--- src/rtl/router_pkg.sv ---
// Shared constants for the 1x3 router destination controller.
// Address encoding, port indices and the one-hot destination decode.
package router_pkg;

  localparam int NUM_PORTS       = 3;
  localparam int TIMEOUT_DEFAULT = 30;
  localparam int CNT_W_DEFAULT   = 5;

  localparam logic [1:0] ADDR_INVALID = 2'b11;
  localparam logic [1:0] PORT0        = 2'b00;
  localparam logic [1:0] PORT1        = 2'b01;
  localparam logic [1:0] PORT2        = 2'b10;

  // The reserved address matches no port, so it decodes to all zeros.
  function automatic logic [NUM_PORTS-1:0] dest_onehot(
    input logic [1:0] d
  );
    logic [NUM_PORTS-1:0] oh;
    oh = '0;
    for (int i = 0; i < NUM_PORTS; i++) begin
      oh[i] = (d == 2'(i));
    end
    return oh;
  endfunction

endpackage

--- src/rtl/router_timeout_wdog.sv ---
// Per-port read watchdog: pulses soft_reset for one cycle after
// TIMEOUT consecutive cycles of valid data that nobody reads.
module router_timeout_wdog #(
  parameter int TIMEOUT = 30,
  parameter int CNT_W   = 5
) (
  input  logic clock,
  input  logic resetn,
  input  logic vld,
  input  logic rd,
  output logic soft_reset
);

  localparam logic [CNT_W-1:0] CNT_LAST = CNT_W'(TIMEOUT - 1);

  logic [CNT_W-1:0] cnt;
  logic             stall;

  assign stall = vld & ~rd;

  // The pulse cycle itself never counts, so a re-fire takes TIMEOUT+1 edges.
  always_ff @(posedge clock or negedge resetn) begin
    if (!resetn) begin
      cnt        <= '0;
      soft_reset <= 1'b0;
    end else if (soft_reset) begin
      cnt        <= '0;
      soft_reset <= 1'b0;
    end else if (!stall) begin
      cnt        <= '0;
      soft_reset <= 1'b0;
    end else if (cnt == CNT_LAST) begin
      cnt        <= '0;
      soft_reset <= 1'b1;
    end else begin
      cnt        <= cnt + 1'b1;
      soft_reset <= 1'b0;
    end
  end

endmodule

--- src/rtl/router_dest_ctrl.sv ---
// Destination controller: latches the packet address, steers writes
// and the full flag, drives vld_out and runs per-port read watchdogs.
module router_dest_ctrl
  import router_pkg::*;
#(
  parameter int TIMEOUT = TIMEOUT_DEFAULT,
  parameter int CNT_W   = CNT_W_DEFAULT
) (
  input  logic       clock,
  input  logic       resetn,
  input  logic       detect_add,
  input  logic [1:0] data_in,
  input  logic       write_enb_reg,
  input  logic       read_enb_0,
  input  logic       read_enb_1,
  input  logic       read_enb_2,
  input  logic       empty_0,
  input  logic       empty_1,
  input  logic       empty_2,
  input  logic       full_0,
  input  logic       full_1,
  input  logic       full_2,
  output logic [2:0] write_enb,
  output logic       fifo_full,
  output logic       vld_out_0,
  output logic       vld_out_1,
  output logic       vld_out_2,
  output logic       soft_reset_0,
  output logic       soft_reset_1,
  output logic       soft_reset_2,
  output logic       addr_err
);

  logic [1:0]           dest;
  logic [NUM_PORTS-1:0] sel;
  logic [NUM_PORTS-1:0] full_v;
  logic [NUM_PORTS-1:0] empty_v;
  logic [NUM_PORTS-1:0] rd_v;
  logic [NUM_PORTS-1:0] vld_v;
  logic [NUM_PORTS-1:0] sr_v;

  assign full_v  = {full_2, full_1, full_0};
  assign empty_v = {empty_2, empty_1, empty_0};
  assign rd_v    = {read_enb_2, read_enb_1, read_enb_0};

  // Reset leaves dest invalid so an aborted packet is never written.
  always_ff @(posedge clock or negedge resetn) begin
    if (!resetn) begin
      dest     <= ADDR_INVALID;
      addr_err <= 1'b0;
    end else begin
      addr_err <= detect_add && (data_in == ADDR_INVALID);
      if (detect_add) begin
        dest <= data_in;
      end
    end
  end

  assign sel = dest_onehot(dest);

  always_comb begin
    write_enb = '0;
    if (write_enb_reg) begin
      write_enb = sel;
    end
  end

  assign fifo_full = |(sel & full_v);

  assign vld_v = ~empty_v;

  assign vld_out_0 = vld_v[PORT0];
  assign vld_out_1 = vld_v[PORT1];
  assign vld_out_2 = vld_v[PORT2];

  for (genvar p = 0; p < NUM_PORTS; p++) begin : g_wdog
    router_timeout_wdog #(
      .TIMEOUT (TIMEOUT),
      .CNT_W   (CNT_W)
    ) u_wdog (
      .clock      (clock),
      .resetn     (resetn),
      .vld        (vld_v[p]),
      .rd         (rd_v[p]),
      .soft_reset (sr_v[p])
    );
  end

  assign soft_reset_0 = sr_v[PORT0];
  assign soft_reset_1 = sr_v[PORT1];
  assign soft_reset_2 = sr_v[PORT2];

endmodule

--- config.mk ---
export PLATFORM = sky130hd
export DESIGN_NAME = router_dest_ctrl
export DESIGN_NICKNAME = d
export VERILOG_FILES = /design/src/rtl/router_pkg.sv /design/src/rtl/router_timeout_wdog.sv /design/src/rtl/router_dest_ctrl.sv
export SDC_FILE = /design/constraint.sdc
export NUM_CORES = 1
export LEC_CHECK = 0
export ABC_CLOCK_PERIOD_IN_PS = 1300
export CAP_MARGIN = 15
export CORE_UTILIZATION = 45
export CTS_CLUSTER_DIAMETER = 80
export DETAILED_ROUTE_END_ITERATION = 10
export PLACE_DENSITY = 0.81
export SYNTH_ARGS = -nofsm -noshare
export SYNTH_HDL_FRONTEND = slang
export SYNTH_HIERARCHICAL = 1
export SYNTH_SLANG_ARGS = --single-unit
--- constraint.sdc ---
create_clock -name clock -period 1.3 [get_ports clock]
set_input_delay 0.13 -clock clock [delete_from_list [all_inputs] [get_ports clock]]
set_output_delay 0.13 -clock clock [all_outputs]
set_load 0.05 [all_outputs]
## After elaboration in Yosys (flattened, before gate mapping)

Cells that the tools add are included.

- Register bits after elaboration: 21
- Input bits: 15
- Output and inout bits: 11
- Logic and storage cells: 47

- Add/sub/neg operators: 3
- Equal/unequal tests: 6
- Multiplexer cells: 19
- Bitwise operators: 8
- Reduce and logical (&&, ||, !) cells: 3

Operators by type and width:

| cell | number |
|---|---|
| $mux W5 | 9 |
| $add A5 B1 Y5 const B | 3 |
| $eq A5 B5 Y1 const B | 3 |
| $mux W1 | 9 |
| $eq A2 B2 Y1 const B | 2 |
| $and A1 B1 Y1 | 3 |
| $and A3 B3 Y3 | 1 |
| $mux W3 | 1 |
| $not A1 Y1 | 3 |
| $not A3 Y3 | 1 |
| $reduce_or A3 Y1 | 1 |
| $eq A2 B1 Y1 const B | 1 |
| $logic_not A2 Y1 | 1 |
| $logic_and A1 B1 Y1 | 1 |

## Depth between registers and ports, before layout

Gate-level depths: netlist of the first run.

- Word-level depth: 4
- Gate-level depth with buffers: 5
- Depth with buffers taken out: 5

## Cells and area by module

Netlist of the first run, hierarchy kept.

Modules (own cells, without submodules):

| module | instances | cells each | area an instance (um^2) |
|---|---|---|---|
| router_timeout_wdog | 3 | 24 | 261.5 |
| router_dest_ctrl | 1 | 15 | 167.7 |

## Worst setup path before layout of the first run

Ideal clock, no wire load.

- Kind: register to output
- Start: register dest[1]
- End: output port write_enb[0]
- Arrival time: 1.533 ns
- Path slack: -0.363 ns
- Stages on the path, launching flop included: 2
- Buffers on the path: 0
- Cells stage by stage: dfstp_2 -> nor3b_1

- Word-level cells in the longest chain between the ends: 2

Ends and longest elaborated chain:

| item | RTL line | text |
|---|---|---|
| start, declared | router_dest_ctrl.sv:34 | `logic [1:0] dest;` |
| start signal, assigned | router_dest_ctrl.sv:54 | `dest <= data_in;` |
| $logic_not A2 Y1 | router_pkg.sv:21 | `oh[i] = (d == 2'(i));` |
| $mux W3 | router_dest_ctrl.sv:63 | `if (write_enb_reg) begin` |
| end, declared | router_dest_ctrl.sv:23 | `output logic [2:0] write_enb,` |

No other way between the ends.

## Worst setup path after layout of the first run

- Start: register dest[0]
- End: output port write_enb[1]

- Word-level cells in the longest chain between the ends: 2

Ends and longest elaborated chain:

| item | RTL line |
|---|---|
| $eq A2 B1 Y1 | router_pkg.sv:21 |
| $mux W3 | router_dest_ctrl.sv:63 |

No other way between the ends.

==> results.cfg, run 1 <==
[drt]
wire_per_inst_um = 12.3
dr.pass1.iters = 3
wl_met1_um = 783
via_per_inst = 4.80
drt.antenna.violating_nets = 0
highest_layer = met4
drcViolationCount = 0
drtIter0Drc = 10
dr_wl_met3_um = 31
wl_met2_um = 953
num_vias = 706
routed_wl_mm = 1.80

[finish]
diodes = 0
drive_gt1_share_pct = 24.2
layout_common_cells = nor2_1, dfrtp_1, clkdlybuf4s50_1
area_growth_syn_to_layout_pct = 49.4
fillers = 144
fin_area_mm2 = 0.00142
final_common_cell = nor2_1
final_nets = 142

[critical_path]
startpoint_type = flip-flop
path_class = flip-flop to output port
r2r_cells = 4
cp_max_fo = 4
end_kind = output port
max_stage_delay_ns = 0.57
cpMaxStageDelayCell = dfstp_2
r2r_end = g_wdog[1].u_wdog/cnt[3]$_DFF_PN0_
cp.required_ns = 1.17
reg2reg_from = g_wdog[1].u_wdog/cnt[0]$_DFF_PN0_
r2r_setup_slack_ns = 0.20
path_buf_inv = 2
cp.arrival_ns = 1.35
worstPathCellList = buf_4 > and3b_2 > buf_12
critPathTopFamily = flip-flops

[global_route]
grt_pass1_wl_mm = 2.75
antenna_found_initial = 0
grt_overflow = 0
first_global_vias = 666
grt_max_degree = 22
grt_usage_pct = 18.3

[clock_tree]
cts_sinks = 21
cts_max_level = 1
clk_latency_ns = 0.30
cts_buffers = 3
cts_buffer_depth = 2
cts-root-buf = clkbuf_4
cts_tree = built
holdBufCountCts = 0
path_clk_slew_ns = 0.12

[outcome]
violations = setup timing
outcome = complete, but fails checks

[power]
p_per_area_mw_per_mm2 = 900
vdd_drop_max_mv = 0.661
cellLeakagePower_nw = 0.659

[floorplan]
io_pins = 26
num_rows = 16
start_util_pct = 48.0
dieArea_mm2 = 0.00230
die_h_um = 48
die-width_um = 48
core-area_mm2 = 0.00198

[flow_run]
cap_violations = 0

[place]
numPortBuffers = 25
dp_slack_ns = 0.102
place.gp.congestion = 0.791
dpl.hpwl_mm = 1.42
placed_cell_area_mm2 = 0.00136

[timing]
period_needed_ns = 1.48
slew_viol_final = 0
max_freq_mhz = 676
fin_crit_sh_pct = 114
layout_setup_ws_ns = -0.178
hold_violations = 0
skew_ns = 0.00298
setup_viol = 4
slew_headroom_pct = 82.5
rsz0062_at_grt = yes
tightest_slew_ns = 0.263

[synth]
ys_types = 19
synth_area_um2 = 952
syn_nets = 108
synth_cells = 87
yosys_register_bits = 21
syn_area_per_cell_um2 = 10.9
ys_warn_count = 6
seq_area_frac_synth_pct = 55.5

[min_path]
hold_path.class = input port to asynchronous set/reset pin
cells by family (layout without fill, tap and decap cells):
logic type	after synthesis	after routing	synth area share, %
DFF	21	21	55.5
and+or+nand+nor	41	41	22.1
buffers and inverters	6	39	2.37
AOI/OAI and AO/OA	1	1	0.525
muxes	3	3	3.42
adders and majority gates	6	6	7.88
xor gates and xnor gates	9	9	8.28
per-layer routing:
layer  track usage [%]  vias to the layer above
li1                  -                      349
met1              21.7                      344
met2              30.5                        9
met3              3.40                        4
met4              11.7                        0
met5                 0                        -
where the power goes:
part | switching [mW] | internal (mW)
Clock | 0.197 | 0.115
Combinational | 0.133 | 0.144
Sequential | 0.0168 | 0.674
Total | 0.347 | 0.933
area by class of cell:
cell class	instances	area, um^2	share of cell area (%)
clock buffer	3	22.5	1.58
clock inverter	1	5.00	0.352
inverter	6	22.5	1.58
multi-input combinational	60	417	29.3
sequential	21	528	37.1
tap	27	33.8	2.37
timing repair buffer	29	394	27.7
through the flow:
stage / hold WS, ns / power (mW) / setup TNS [ns] / cells / utilization (%)
floorplan: -0.166 / 0.814 / 0 / 87 / -
global placement: 0.471 / 0.953 / 0 / 140 / 68.8
detailed placement: 0.481 / 0.963 / 0 / 140 / 68.8
CTS: 0.146 / 1.30 / -0.627 / 146 / 71.2
global route: 0.176 / 1.35 / -0.707 / 147 / 71.8
finish: 0.149 / 1.28 / -0.502 / 147 / 71.8
timing repair:
item                                    CTS  global route
resized for setup                         1             1
buffers inserted                          2             1
pin swaps                                 1             1
endpoints found under the setup margin    4             4
state kept, by name, indices dropped and copies added, names as in the netlist:
register and flops:
addr_err 1, dest 2, g_wdog.u_wdog/cnt 15, g_wdog.u_wdog/soft_reset 3
worst max path at each step:
stage | cells past startpoint | slack (ns) | start | to
after CTS | 3 | -0.22 | dest[0]$_DFFE_PN1P_ | fifo_full
after detailed placement | 3 | 0.10 | write_enb_reg | write_enb[0]
after global routing | 3 | -0.24 | dest[0]$_DFFE_PN1P_ | write_enb[1]
after global placement | 3 | 0.17 | write_enb_reg | write_enb[0]
after floorplan | 2 | 0.09 | dest[0]$_DFFE_PN1P_ | fifo_full
final | 3 | -0.18 | dest[0]$_DFFE_PN1P_ | write_enb[1]
Yosys cell counts:
| cell | instances | area (um^2) |
|---|---|---|
| mux2i_1 | 1 | 10.0 |
| inv_1 | 6 | 22.5 |
| xor2_1 | 6 | 52.6 |
| mux2_1 | 1 | 11.3 |
| xnor2_1 | 3 | 26.3 |
| nand2_1 | 3 | 11.3 |
| and3b_2 | 2 | 20.0 |
| nor3b_1 | 1 | 7.51 |
| and3_1 | 1 | 6.26 |
| nand3b_1 | 1 | 7.51 |
| o21ai_1 | 1 | 5.00 |
| nor2_1 | 21 | 78.8 |
| ha_1 | 6 | 75.1 |
| nand4_1 | 3 | 18.8 |
| nand3_2 | 3 | 30.0 |
| dfstp_2 | 2 | 52.6 |
| mux2_2 | 1 | 11.3 |
| dfrtp_1 | 19 | 475 |
| nand3_1 | 6 | 30.0 |
worst register-to-register path, cell delays in order (launching register included):
cell     delay, ns
dfrtp_1       0.43
ha_1          0.21
nand4_1       0.13
nand3_2       0.14
nor2_1        0.14
No activity file was read; power rests on OpenSTA's default activity.
==> run 2, diff against run 1 <==
--- a/config.mk
+++ b/config.mk
@@ -11,6 +11,7 @@
 export CTS_CLUSTER_DIAMETER = 80
 export DETAILED_ROUTE_END_ITERATION = 10
 export PLACE_DENSITY = 0.81
+export SLEW_MARGIN = 5
 export SYNTH_ARGS = -nofsm -noshare
 export SYNTH_HDL_FRONTEND = slang
 export SYNTH_HIERARCHICAL = 1
==> results of run 2 <==
The final DEF is identical to that of run 1; final timing and power are the same.
==> run 3, diff against run 2 <==
--- a/config.mk
+++ b/config.mk
@@ -11,6 +11,7 @@
 export CTS_CLUSTER_DIAMETER = 80
 export DETAILED_ROUTE_END_ITERATION = 10
 export PLACE_DENSITY = 0.81
+export SETUP_SLACK_MARGIN = 0.2
 export SLEW_MARGIN = 5
 export SYNTH_ARGS = -nofsm -noshare
 export SYNTH_HDL_FRONTEND = slang
==> results.cfg, run 3 (same netlist as run 1, synthesis figures left out) <==
[outcome]
outcome = complete, but fails checks
violations = setup timing

[drt]
num_vias = 726
wire_per_inst_um = 12.2
routed_wl_mm = 1.82
drt.antenna.violating_nets = 0
dr.pass1.iters = 4
drcViolationCount = 0
via_per_inst = 4.84
drtIter0Drc = 10

[global_route]
grt_pass1_wl_mm = 2.88
grt_overflow = 0
grt_max_degree = 22
grt_usage_pct = 18.0
grtUsageMet3_pct = 2.64
first_global_vias = 668
grtUsageMet1_pct = 24.3
grt_busiest_layer = met2
use_met2_pct = 30.3
antenna_found_initial = 0

[place]
numPortBuffers = 25
placed_cell_area_mm2 = 0.00138
dpl.hpwl_mm = 1.34
place.gp.congestion = 0.790

[floorplan]
io_pins = 26
num_rows = 16
die-width_um = 48
die_h_um = 48
dieArea_mm2 = 0.00230
start_util_pct = 48.0
core-area_mm2 = 0.00198

[flow_run]
cap_violations = 0

[timing]
slew_headroom_pct = 81.9
fin_crit_sh_pct = 117
rsz0062_at_grt = yes
hold_violations = 0
setup_viol = 4
period_needed_ns = 1.53
hold_ws_ns = 0.156
max_freq_mhz = 656
finalSetupTns_ns = -0.463
slew_viol_final = 0
tightest_slew_ns = 0.270
skew_ns = 0.00449
layout_setup_ws_ns = -0.225

[finish]
largest_reg_flops = 15
final_nets = 145
area_growth_syn_to_layout_pct = 58.1
largest_register = g_wdog.u_wdog/cnt
final_common_cell = dfrtp_1
layout_common_cells = dfrtp_1, nor2_1, clkdlybuf4s50_1
drive_gt1_share_pct = 35.0
reg_top3 = g_wdog.u_wdog/cnt (15), g_wdog.u_wdog/soft_reset (3), dest (2)
ff_latch_area_um2 = 528
fin_area_mm2 = 0.00151
diodes = 0
multi_input_area_um2 = 478
fillers = 113

[critical_path]
startpoint_type = flip-flop
cp.arrival_ns = 1.40
path_class = flip-flop to output port
cp.required_ns = 1.17
cpMaxStageDelayCell = dfstp_2
cp_max_fo = 6
worstPathCellList = mux2i_2 > o21ai_4 > buf_12
end_kind = output port
max_stage_delay_ns = 0.59

[clock_tree]
cts_buffer_depth = 2
holdBufCountCts = 0
cts_sinks = 21
cts_buffers = 3
clk_latency_ns = 0.29
path_clk_slew_ns = 0.12
cts_max_level = 1
cts_tree = built
cts-root-buf = clkbuf_4

[power]
vdd_drop_max_mv = 0.884
p_per_area_mw_per_mm2 = 866
cellLeakagePower_nw = 0.665
fin_total_pwr_mw = 1.30

[min_path]
hold_path.class = input port to asynchronous set/reset pin
## run 3: changes by cell type in the layout (fill, tap and decap cells not counted), moves of 2 or more
| cell | previous run | this run |
|---|---|---|
| nor2_2 | 0 | 4 |
| nor2_4 | 0 | 2 |
| nor2_1 | 21 | 15 |
| buf_4 | 3 | 7 |
| ha_2 | 0 | 2 |
| ha_1 | 6 | 3 |
## run 3: worst max-delay path, delay by kind of cell (launching register included)
family | cells | cell delay [ns]
buffers and inverters | 1 | 0.15
muxes | 1 | 0.28
DFF | 1 | 0.59
AOI/OAI and AO/OA | 1 | 0.08
## run 3: final timing paths
path,cells past startpoint,slack [ns],to,start
max in group asynchronous,2,0.87,dest[0]$_DFFE_PN1P_,resetn
min in group clock,2,0.45,addr_err$_DFF_PN0_,data_in[1]
setup / recovery,3,-0.23,fifo_full,dest[0]$_DFFE_PN1P_
hold reg to reg,1,0.50,g_wdog[2].u_wdog/cnt[0]$_DFF_PN0_,g_wdog[2].u_wdog/cnt[0]$_DFF_PN0_
hold / removal,2,0.16,g_wdog[1].u_wdog/cnt[0]$_DFF_PN0_,resetn
setup reg to reg,5,0.16,g_wdog[0].u_wdog/cnt[4]$_DFF_PN0_,g_wdog[0].u_wdog/cnt[1]$_DFF_PN0_
## run 3: report_power, final
part	internal, mW	switching (mW)	leakage, nW	total [mW]
Clock	0.117	0.189	0.0139	0.305
Combinational	0.158	0.147	0.368	0.304
Sequential	0.674	0.0191	0.283	0.693
## run 3: stage by stage
stage | utilization (%) | worst slack [ns] | instances
4_1_cts | 73.5 | -0.236 | 150
2_1_floorplan | - | 0.166 | 87
6_report | 75.9 | -0.225 | 150
5_1_grt | 75.9 | -0.279 | 150
3_5_place_dp | 69.4 | 0.0463 | 140
3_3_place_gp | 69.4 | 0.0959 | 140
## run 3: routing by layer
layer | up-vias | routed length [um]
li1 | 355 | -
met1 | 361 | 817
met2 | 10 | 954
met3 | 0 | 52
met4 | 0 | 0
met5 | - | 0
## run 3: cell type report
type	instances	area share [%]
clock buffer	3	1.50
sequential	21	35.1
tap	27	2.24
multi-input combinational	60	31.8
inverter	6	1.50
clock inverter	1	0.499
timing repair buffer	32	27.4
## run 3: what timing repair did
item | in CTS | in global routing
setup buffers | 6 | 0
setup endpoints to repair | 13 | 19
hold endpoints to repair | 0 | 0
resized for setup | 2 | 13
pin swaps | 7 | 10
